[src/rtl/spi_slave_fifo_if.sv]
`timescale 1ns/1ps
// System-side word streams of spi_slave_fifo: TX words in, RX words out.
interface spi_slave_fifo_if #(
    parameter int DATA_W = 8
);
    logic [DATA_W-1:0] tx_data;
    logic              tx_valid;
    logic              tx_ready;
    logic [DATA_W-1:0] rx_data;
    logic              rx_valid;
    logic              rx_ready;

    modport slave (
        input  tx_data, tx_valid, rx_ready,
        output tx_ready, rx_data, rx_valid
    );

    modport master (
        output tx_data, tx_valid, rx_ready,
        input  tx_ready, rx_data, rx_valid
    );
endinterface

[src/rtl/spi_slave_fifo.sv]
`timescale 1ns/1ps
// SPI slave with configurable word width, all CPOL/CPHA modes, back-to-back
// words per frame, and TX/RX FIFOs toward the system clock domain.
module spi_slave_fifo #(
    parameter int DATA_W      = 8,
    parameter int FIFO_DEPTH  = 4,
    parameter int SYNC_STAGES = 2
) (
    input  logic                        clk,
    input  logic                        reset,
    input  logic                        cpol,
    input  logic                        cpha,
    input  logic                        cs_bar,
    input  logic                        sclk,
    input  logic                        mosi,
    output logic                        miso,
    spi_slave_fifo_if.slave             bus,
    output logic [$clog2(FIFO_DEPTH):0] tx_level,
    output logic [$clog2(FIFO_DEPTH):0] rx_level,
    output logic                        busy,
    output logic                        rx_overflow,
    output logic                        tx_underrun,
    input  logic                        clear_flags
);
    localparam int AW = $clog2(FIFO_DEPTH);
    localparam int CW = $clog2(DATA_W);
    localparam logic [CW-1:0] LAST_BIT = CW'(DATA_W - 1);
    localparam logic [AW:0]   FULL     = (AW + 1)'(FIFO_DEPTH);

    typedef enum logic {IDLE, ACTIVE} state_t;

    state_t state, state_nx;

    logic [SYNC_STAGES-1:0] sclk_sync, cs_sync, mosi_sync;
    logic sclk_s, cs_s, mosi_s, sclk_prev, cs_prev;
    logic cs_fall, cs_rise, lead_edge, trail_edge, sample_edge, shift_edge;

    logic              cpol_l, cpha_l;
    logic [CW-1:0]     bit_cnt;
    logic [DATA_W-1:0] tx_sh, rx_sh;
    logic              tx_pending, seen_sample, rx_push_req;
    logic              frame_start, frame_end, tx_load;

    logic [DATA_W-1:0] tx_mem [FIFO_DEPTH];
    logic [DATA_W-1:0] rx_mem [FIFO_DEPTH];
    logic [AW-1:0]     tx_wp, tx_rp, rx_wp, rx_rp;
    logic [AW:0]       tx_cnt, rx_cnt;
    logic              tx_empty, tx_push, tx_pop;
    logic              rx_full, rx_push, rx_pop, rx_drop;
    logic [DATA_W-1:0] tx_head;

    // Pin synchronisers plus previous-value registers for edge detection.
    always_ff @(posedge clk or negedge reset) begin
        if (!reset) begin
            sclk_sync <= '0;
            cs_sync   <= '1;
            mosi_sync <= '0;
            sclk_prev <= 1'b0;
            cs_prev   <= 1'b1;
        end else begin
            sclk_sync <= {sclk_sync[SYNC_STAGES-2:0], sclk};
            cs_sync   <= {cs_sync[SYNC_STAGES-2:0], cs_bar};
            mosi_sync <= {mosi_sync[SYNC_STAGES-2:0], mosi};
            sclk_prev <= sclk_s;
            cs_prev   <= cs_s;
        end
    end

    assign sclk_s      = sclk_sync[SYNC_STAGES-1];
    assign cs_s        = cs_sync[SYNC_STAGES-1];
    assign mosi_s      = mosi_sync[SYNC_STAGES-1];
    assign cs_fall     = cs_prev && !cs_s;
    assign cs_rise     = !cs_prev && cs_s;
    assign lead_edge   = (sclk_prev == cpol_l) && (sclk_s != cpol_l);
    assign trail_edge  = (sclk_prev != cpol_l) && (sclk_s == cpol_l);
    assign sample_edge = cpha_l ? trail_edge : lead_edge;
    assign shift_edge  = cpha_l ? lead_edge : trail_edge;

    // FSM state register.
    always_ff @(posedge clk or negedge reset) begin
        if (!reset) state <= IDLE;
        else        state <= state_nx;
    end

    // Next state, frame boundaries and TX FIFO load requests.
    always_comb begin
        state_nx    = state;
        frame_start = 1'b0;
        frame_end   = 1'b0;
        tx_load     = 1'b0;
        case (state)
            IDLE: begin
                if (cs_fall) begin
                    state_nx    = ACTIVE;
                    frame_start = 1'b1;
                    tx_load     = !cpha && !tx_pending;
                end
            end
            ACTIVE: begin
                if (cs_rise) begin
                    state_nx  = IDLE;
                    frame_end = 1'b1;
                end else if (shift_edge && bit_cnt == '0) begin
                    // In mode cpha=0 the first word was loaded at CS fall.
                    tx_load = cpha_l || seen_sample;
                end
            end
            default: state_nx = IDLE;
        endcase
    end

    // Shift registers, bit counter and preload bookkeeping.
    always_ff @(posedge clk or negedge reset) begin
        if (!reset) begin
            cpol_l      <= 1'b0;
            cpha_l      <= 1'b0;
            bit_cnt     <= '0;
            tx_sh       <= '0;
            rx_sh       <= '0;
            tx_pending  <= 1'b0;
            seen_sample <= 1'b0;
            rx_push_req <= 1'b0;
        end else begin
            rx_push_req <= 1'b0;
            if (frame_start) begin
                cpol_l      <= cpol;
                cpha_l      <= cpha;
                bit_cnt     <= '0;
                seen_sample <= 1'b0;
                if (!cpha) begin
                    if (tx_pending) tx_pending <= 1'b0;
                    else            tx_sh      <= tx_head;
                end
            end else if (frame_end) begin
                bit_cnt <= '0;
                // A word preloaded at a word boundary survives into the next frame.
                if (!(bit_cnt == '0 && tx_pending)) begin
                    tx_sh      <= '0;
                    tx_pending <= 1'b0;
                end
            end else if (state == ACTIVE) begin
                if (shift_edge) begin
                    if (bit_cnt == '0) begin
                        if (tx_load) begin
                            tx_sh <= tx_head;
                            if (!cpha_l) tx_pending <= 1'b1;
                        end
                    end else begin
                        tx_sh      <= {tx_sh[DATA_W-2:0], 1'b0};
                        tx_pending <= 1'b0;
                    end
                end
                if (sample_edge) begin
                    rx_sh       <= {rx_sh[DATA_W-2:0], mosi_s};
                    seen_sample <= 1'b1;
                    if (bit_cnt == '0) tx_pending <= 1'b0;
                    if (bit_cnt == LAST_BIT) begin
                        bit_cnt     <= '0;
                        rx_push_req <= 1'b1;
                    end else begin
                        bit_cnt <= bit_cnt + 1'b1;
                    end
                end
            end
        end
    end

    // Registered MISO; held low outside a frame.
    always_ff @(posedge clk or negedge reset) begin
        if (!reset) miso <= 1'b0;
        else        miso <= (state == ACTIVE) ? tx_sh[DATA_W-1] : 1'b0;
    end

    assign busy = (state == ACTIVE);

    assign tx_empty     = (tx_cnt == '0);
    assign bus.tx_ready = (tx_cnt != FULL);
    assign tx_push      = bus.tx_valid && bus.tx_ready;
    assign tx_pop       = tx_load && !tx_empty;
    assign tx_head      = tx_empty ? '0 : tx_mem[tx_rp];
    assign tx_level     = tx_cnt;

    assign rx_full      = (rx_cnt == FULL);
    assign bus.rx_valid = (rx_cnt != '0);
    assign bus.rx_data  = rx_mem[rx_rp];
    assign rx_pop       = bus.rx_valid && bus.rx_ready;
    assign rx_push      = rx_push_req && (!rx_full || rx_pop);
    assign rx_drop      = rx_push_req && rx_full && !rx_pop;
    assign rx_level     = rx_cnt;

    // FIFO storage writes.
    always_ff @(posedge clk) begin
        if (tx_push) tx_mem[tx_wp] <= bus.tx_data;
        if (rx_push) rx_mem[rx_wp] <= rx_sh;
    end

    // FIFO pointers and occupancy counters.
    always_ff @(posedge clk or negedge reset) begin
        if (!reset) begin
            tx_wp  <= '0;
            tx_rp  <= '0;
            tx_cnt <= '0;
            rx_wp  <= '0;
            rx_rp  <= '0;
            rx_cnt <= '0;
        end else begin
            if (tx_push) tx_wp <= tx_wp + 1'b1;
            if (tx_pop)  tx_rp <= tx_rp + 1'b1;
            case ({tx_push, tx_pop})
                2'b10:   tx_cnt <= tx_cnt + 1'b1;
                2'b01:   tx_cnt <= tx_cnt - 1'b1;
                default: tx_cnt <= tx_cnt;
            endcase
            if (rx_push) rx_wp <= rx_wp + 1'b1;
            if (rx_pop)  rx_rp <= rx_rp + 1'b1;
            case ({rx_push, rx_pop})
                2'b10:   rx_cnt <= rx_cnt + 1'b1;
                2'b01:   rx_cnt <= rx_cnt - 1'b1;
                default: rx_cnt <= rx_cnt;
            endcase
        end
    end

    // Sticky error flags; a new event wins over a simultaneous clear.
    always_ff @(posedge clk or negedge reset) begin
        if (!reset) begin
            rx_overflow <= 1'b0;
            tx_underrun <= 1'b0;
        end else begin
            rx_overflow <= rx_drop || (rx_overflow && !clear_flags);
            tx_underrun <= (tx_load && tx_empty) || (tx_underrun && !clear_flags);
        end
    end
endmodule

[src/flat_wrapper.sv]
// flat-port wrapper written by rule: the top's interface ports become plain ports
module spi_slave_fifo_flat 
#(
    parameter int DATA_W      = 8,
    parameter int FIFO_DEPTH  = 4,
    parameter int SYNC_STAGES = 2
)
  (clk, reset, cpol, cpha, cs_bar, sclk, mosi, miso, tx_level, rx_level, busy, rx_overflow, tx_underrun, clear_flags, bus_tx_data, bus_tx_valid, bus_rx_ready, bus_tx_ready, bus_rx_data, bus_rx_valid);
  spi_slave_fifo_if #(.DATA_W(DATA_W)) bus_i ();
  input  logic clk;
  input  logic reset;
  input  logic cpol;
  input  logic cpha;
  input  logic cs_bar;
  input  logic sclk;
  input  logic mosi;
  output logic miso;
  output logic [$clog2(FIFO_DEPTH):0] tx_level;
  output logic [$clog2(FIFO_DEPTH):0] rx_level;
  output logic busy;
  output logic rx_overflow;
  output logic tx_underrun;
  input  logic clear_flags;
  input wire logic [$bits(bus_i.tx_data)-1:0] bus_tx_data;
  input wire logic [$bits(bus_i.tx_valid)-1:0] bus_tx_valid;
  input wire logic [$bits(bus_i.rx_ready)-1:0] bus_rx_ready;
  output wire logic [$bits(bus_i.tx_ready)-1:0] bus_tx_ready;
  output wire logic [$bits(bus_i.rx_data)-1:0] bus_rx_data;
  output wire logic [$bits(bus_i.rx_valid)-1:0] bus_rx_valid;
  assign bus_i.tx_data = bus_tx_data;
  assign bus_i.tx_valid = bus_tx_valid;
  assign bus_i.rx_ready = bus_rx_ready;
  assign bus_tx_ready = bus_i.tx_ready;
  assign bus_rx_data = bus_i.rx_data;
  assign bus_rx_valid = bus_i.rx_valid;
  spi_slave_fifo #(.DATA_W(DATA_W), .FIFO_DEPTH(FIFO_DEPTH), .SYNC_STAGES(SYNC_STAGES)) u_core (.clk(clk), .reset(reset), .cpol(cpol), .cpha(cpha), .cs_bar(cs_bar), .sclk(sclk), .mosi(mosi), .miso(miso), .bus(bus_i), .tx_level(tx_level), .rx_level(rx_level), .busy(busy), .rx_overflow(rx_overflow), .tx_underrun(tx_underrun), .clear_flags(clear_flags));
endmodule
[config.mk]
export PLATFORM = sky130hd
export DESIGN_NAME = spi_slave_fifo_flat
export DESIGN_NICKNAME = d
export VERILOG_FILES = /design/src/rtl/spi_slave_fifo_if.sv /design/src/rtl/spi_slave_fifo.sv /design/src/flat_wrapper.sv
export SDC_FILE = /design/constraint.sdc
export NUM_CORES = 1
export LEC_CHECK = 0
export BUFFER_PORTS_ARGS = -buffer_cell sky130_fd_sc_hd__buf_4
export CAP_MARGIN = 20
export CORE_MARGIN = 5
export CORE_UTILIZATION = 60
export CTS_CLUSTER_DIAMETER = 80
export DETAILED_ROUTE_END_ITERATION = 8
export GPL_ROUTABILITY_DRIVEN = 0
export GPL_TIMING_DRIVEN = 0
export PLACE_DENSITY = 0.8
export SLEW_MARGIN = 15
export SYNTH_ARGS = -nofsm -noshare
export SYNTH_HDL_FRONTEND = slang
export SYNTH_SLANG_ARGS = --single-unit
[constraint.sdc]
create_clock -name clk -period 4.3 [get_ports clk]
set_clock_uncertainty 0.15 [all_clocks]
set_input_delay 0.645 -clock clk [delete_from_list [all_inputs] [get_ports clk]]
set_output_delay 0.645 -clock clk [all_outputs]
set_load 0.02 [all_outputs]
==> run summary, run 1 <==
status = complete, no violations
HPWL after DPL = 5.30 mm
hold_ws = 0.0113 ns
Max FO, Critical Path = 7
Mean Syn Cell Area = 15.9 µm²
switching power = 1.12 mW
CTS root buffer = clkbuf_8
Port-buffer cells = 37
Post-CTS Repair Setup Buffers = 0
GRT Total Usage = 18.2%
Int Pwr = 2.83 mW
sw frac = 28.4%
Final Core Density = 74.7%
PD cells = 680 nW/µm²
initial antenna violation count = 0
Worst Tran Pin Value = 0.608 ns
Yosys top cell by area = edfxtp_1
syn_nets = 336
RSZ-0062 raised after global routing = no
CP required = 4.57 ns
largest net degree at the start of global routing = 51
Post-synth EDFFs = 64
Hold Buf Count CTS = 0
leakage = 2.34 nW
Skew-Pair Late Insertion Delay = 0.49 ns
Die ar. = 9910 µm²
Max Cap Violations = 0
Core Rows = 32
worst vdd ir = 442 µV
first-pass GRT wire length = 13.9 mm
Sequential Power Share = 39.2%
Initial Utilization = 61.9%
cell count after synthesis = 303
CP Capture Type = flip-flop
Distinct cells, synth = 47
register area share after synthesis = 66.1%
WP data arrival = 3.29 ns
number of global-route vias before repair = 2,852
post-cts sizing count = 0
Synth top cells by count = 64 x edfxtp_1, 47 x dfrtp_1, 19 x inv_1, 18 x mux2_2, 16 x mux4_2
Hold Violations, Final = 0
most common cell in the netlist = edfxtp_1
CP Class = flip-flop to flip-flop
Final TNS setup = 0 ns
Comb power frac = 26.1%
fin crit share = 70.3%
share of cells above drive strength 1 = 29.0%
GR Overflow Total = 0
Die Ht = 99.5 µm
layout overhead on the synthesized area = 20.6%
Seq cells post-synth = 114
Chip Width = 99.5 µm
ANT cells = 0
share of flip-flops with an asynchronous set or reset = 43.9%
r2r worst-path depth = 13
Worst Setup Start Kind = flip-flop
final critical-path required period = 3.02 ns
Clock transition at path regs = 0.05 ns
Clock Path Buffers = 2
nets = 392
Max Clock Freq = 331 MHz
area fraction of the dominant cell type after synthesis = 40.0%
DR iter-0 viols = 86
H-tree depth = 4
DR DRC count = 0
via/cell ratio = 5.64
max_slew headroom = 59.5%
detailed-route wire length = 8.06 mm
Clock power frac = 34.7%
clock sink total = 114
Slew Viols, Final = 0
largest cells by area after synthesis = edfxtp_1 40%, dfrtp_1 24%, mux4_2 7.5%, mux2_2 4.2%, ha_1 3.4%
CTS Buf Count = 17
worst hold path class = input port to async pin
DRT antenna net count = 0
Synth Warn # = 0
mapped cell area = 4810 µm²
DR WL/cell = 17.0 µm
Ports = 38
CTS tree = built
total chip power = 3.94 mW
Placeable Area = 7770 µm²
via count = 2,672
drt first pass iters = 4
ys flop type = edfxtp_1
final setup fails = 0
==> power by group through the flow <==
stage | logic [mW] | registers (mW) | clock network (mW)
after floorplan | 0.712 | 1.56 | 0
after global placement | 0.999 | 1.55 | 0
after detailed placement | 1.04 | 1.56 | 0
after CTS | 1.05 | 1.55 | 1.39
after global routing | 1.13 | 1.57 | 1.46
final | 1.03 | 1.55 | 1.37
==> cell families after synthesis <==
kind of cell / Yosys count / share of synthesized area (%)
flops: 114 / 66.1
simple gates: 53 / 5.88
compound gates: 40 / 6.09
xor+xnor: 13 / 2.52
buf+inv: 29 / 2.39
fa+ha+maj: 15 / 4.21
mux: 39 / 12.9
==> registers in the layout (all words and copies together), names as in the netlist, 3 cells and up <==
name / count
u_core.rx_mem: 32
u_core.tx_mem: 32
u_core.rx_sh: 8
u_core.tx_sh: 8
u_core.bit_cnt: 3
u_core.rx_level: 3
u_core.tx_level: 3
==> layout by cell type (no fill, tap or decap), types with 3 or more instances in the layout <==
master     instances
nand2b_1           3
xor2_1             6
clkbuf_1           6
nand2_1            8
mux2_2            18
nor2_1            10
inv_1             19
o21ai_0            6
dfrtp_1           47
nand3_1            4
xnor2_1            6
and2_1             8
mux2i_1            4
nor2b_1            3
dfstp_2            3
nor3_1             4
and3_1             5
a21oi_1            8
a22o_1             8
edfxtp_1          64
mux4_2            16
ha_1              13
bufinv_16          4
clkinv_2           3
clkinv_1           5
clkbuf_16         16
buf_4             38
==> cell type report <==
cell class                 instances  area, µm²
sequential                       114       3180
fill                             493       1970
buffer                            10       43.8
clock buffer                      18        418
tap                              102        128
multi-input combinational        160       1520
timing repair buffer              37        278
inverter                          19       71.3
clock inverter                    14        169
==> path summary, 6_finish.rpt <==
check	from	to	slack [ns]
max	u_core.bit_cnt[0]	u_core.tx_level[2]	1.28
min	reset	u_core.tx_level[0]	0.01
max reg2reg	u_core.bit_cnt[0]	u_core.tx_level[2]	1.28
min reg2reg	u_core.cs_sync[0]	u_core.cs_sync[1]	0.21
max in group asynchronous	reset	u_core.tx_underrun	3.57
min in group clk	cs_bar	u_core.cs_sync[0]	0.11
==> critical path: stages, from the launching register on <==
cell and delay [ns]:
dfrtp_1 0.40, inv_1 0.10, ha_1 0.17, nor2b_1 0.13, clkbuf_1 0.26, nand4_1 0.13, o22a_1 0.27, a21oi_1 0.25
ha_1 0.24, inv_1 0.07, fa_1 0.37, xor2_1 0.15, nor2_1 0.11, xor2_1 0.15
==> per-stage QoR <==
step	area, µm²	instances	setup WS, ns
after floorplan	4810	303	1.58
after global placement	5220	442	1.36
after detailed placement	5220	442	1.33
after CTS	5800	474	1.29
after global routing	5800	474	0.975
final	5800	474	1.28
==> metal layers <==
layer | wire length (µm) | share of wire (%) | vias to the layer above | GRT usage [%]
li1 | - | - | 1249 | -
met1 | 3410 | 42 | 1353 | 22.2
met2 | 4270 | 53 | 63 | 31.3
met3 | 311 | 3.9 | 7 | 5.96
met4 | 65 | 0.81 | 0 | 4.73
met5 | 0 | 0 | - | 0
Power figures use the tool's default switching activity.
==> run 2: changes to the inputs <==
- CORE_UTILIZATION: 60 -> 53
- PLACE_DENSITY: 0.8 -> 0.75
- clock period: 4.3 -> 2.75 ns (I/O delays scaled with it)
==> run 2 against run 1 <==
  * Largest cell class unchanged
  * Setup slack got worse by 1.2 ns
  * Critical path type unchanged
  * Sequential power rose by 57%
  * Final cell count rose by 6.8%
  * Maximum frequency rose by 14%
  * Utilization fell by 5.5 points
  * Global-route usage fell by 0.93 points
==> run summary, run 2 (synthesis gave the netlist of run 1 again) <==
PD cells = 1020 nW/µm²
Chip Width = 105 µm
Clock power frac = 33.1%
number of global-route vias before repair = 2,907
Die Ht = 105 µm
via count = 2,725
Max Used Layer = met4
highest-delay cell along the critical path = dfrtp_1
DRT met1 WL = 3.56 mm
Ports = 38
Port-buffer cells = 37
Int Pwr = 4.32 mW
share of cells above drive strength 1 = 33.9%
H-tree depth = 4
Clock Path Buffers = 2
Clock transition at path regs = 0.06 ns
GR Overflow Total = 0
CP Cell Sequence = inv_2 -> ha_4 -> nor2b_4 -> buf_6 -> nand4_1 -> o22a_1 -> a21oi_2 -> ha_2 -> inv_1 -> fa_2 -> xor2_1 -> nor2_1 -> xor2_1
CTS root buffer = clkbuf_8
Comb power frac = 27.7%
final setup fails = 0
worst vdd ir = 651 µV
sw frac = 30.1%
Sequential Power Share = 39.2%
Max Cap Violations = 0
GRT Total Usage = 17.2%
Initial Utilization = 54.9%
most used cell along the critical path = xor2_1
HPWL after DPL = 5.30 mm
CP Capture Type = flip-flop
largest net degree at the start of global routing = 51
Die ar. = 11,100 µm²
DRT antenna net count = 0
cell family contributing the most delay on the critical path = adder cells
layout overhead on the synthesized area = 26.0%
detailed-route wire length = 8.69 mm
DR WL met3 = 398 µm
# fillers = 578
Core Rows = 34
Placeable Area = 8760 µm²
CP required = 3.00 ns
nets = 418
Worst Tran Pin Value = 0.634 ns
r2r worst-path depth = 13
Final Core Density = 69.2%
DP Worst Slack = -0.245 ns
initial antenna violation count = 0
DR iter-0 viols = 154
DR DRC count = 0
ANT cells = 0
fin crit share = 96.5%
Worst Setup Start Kind = flip-flop
DR WL/cell = 17.2 µm
drt first pass iters = 4
CP Class = flip-flop to flip-flop
CP max stage delay = 0.41 ns
most common cell after layout, fill and taps aside = edfxtp_1
worst hold path class = input port to flip-flop
Hold Crit Depth = 3
Skew-Pair Late Insertion Delay = 0.51 ns
final critical-path required period = 2.65 ns
Max FO, Critical Path = 4
status = complete, no violations
WP data arrival = 2.90 ns
Hold Violations, Final = 0
post-route setup slack = 0.0972 ns
Critical path buffers and inverters = 3
highest-count cells in the layout ignoring fill and taps = 64 x edfxtp_1, 51 x buf_4, 47 x dfrtp_1
first-pass GRT wire length = 14.8 mm
CTS tree = built
clock sink total = 114
CTS Buf Count = 17
via/cell ratio = 5.39
top flop regs = u_core.rx_mem x32, u_core.tx_mem x32
leakage = 2.46 nW
max_slew headroom = 57.7%
Slew Viols, Final = 0
Critical Path Stages = 13
hold_ws = 0.0464 ns
switching power = 1.86 mW
Routed met2 length = 4.61 mm
Max Clock Freq = 377 MHz
==> run 2: what timing repair did <==
item	CTS	global route
setup endpoints to repair	2	3
buffers inserted	9	4
resized for setup	4	12
pin swaps	4	5
hold buffers	14	0
hold endpoints to repair	84	0
==> run 2: power groups by stage <==
stage,Clock (mW),Combinational (mW),Sequential (mW)
after floorplan,0,1.11,2.44
after global placement,0,1.57,2.42
after detailed placement,0,1.61,2.45
after CTS,2.07,1.69,2.42
after global routing,2.16,1.88,2.48
final,2.05,1.71,2.43
==> run 2: path summary, 6_finish.rpt <==
path                       slack [ns]                  end                start
min in group asynchronous        0.30  u_core.sclk_sync[0]                reset
hold / removal                   0.05   u_core.tx_underrun          clear_flags
max in group asynchronous        1.70      u_core.rx_sh[0]                reset
hold reg to reg                  0.20  u_core.mosi_sync[1]  u_core.mosi_sync[0]
setup / recovery                  0.1   u_core.tx_level[2]    u_core.bit_cnt[1]
setup reg to reg                  0.1   u_core.tx_level[2]    u_core.bit_cnt[1]
==> run 2: cell type report <==
cell class	count	area (µm²)	area share (%)
Multi-Input combinational cell	160	1560	25.7
Sequential cell	114	3180	52.4
Tap cell	108	135	2.23
Clock buffer	17	414	6.83
Timing Repair Buffer	64	515	8.51
Clock inverter	15	143	2.35
Buffer	9	47.5	0.784
Inverter	19	71.3	1.18
==> run 2: metrics by stage <==
step                      cells  power (mW)  setup TNS, ns  cell area [µm²]
after global routing        506        6.52        -0.0229             6060
after CTS                   502        6.18              0             5990
after global placement      448        3.99         -0.213             5220
final                       506        6.19              0             6060
after floorplan             303        3.55              0             4810
after detailed placement    448        4.06         -0.278             5220
==> run 2: worst min-delay path: cells and delay by family <==
kind	cells	cell delay [ns]
AO/OA/AOI/OAI	1	0.14
buffers and inverters	2	0.11
==> run 2: metal layers <==
| layer | GRT usage (%) | up-vias |
|---|---|---|
| met4 | 7.40 | 0 |
| met1 | 21.8 | 1354 |
| met5 | 0 | - |
| met2 | 28.3 | 66 |
| li1 | - | 1293 |
| met3 | 4.40 | 12 |
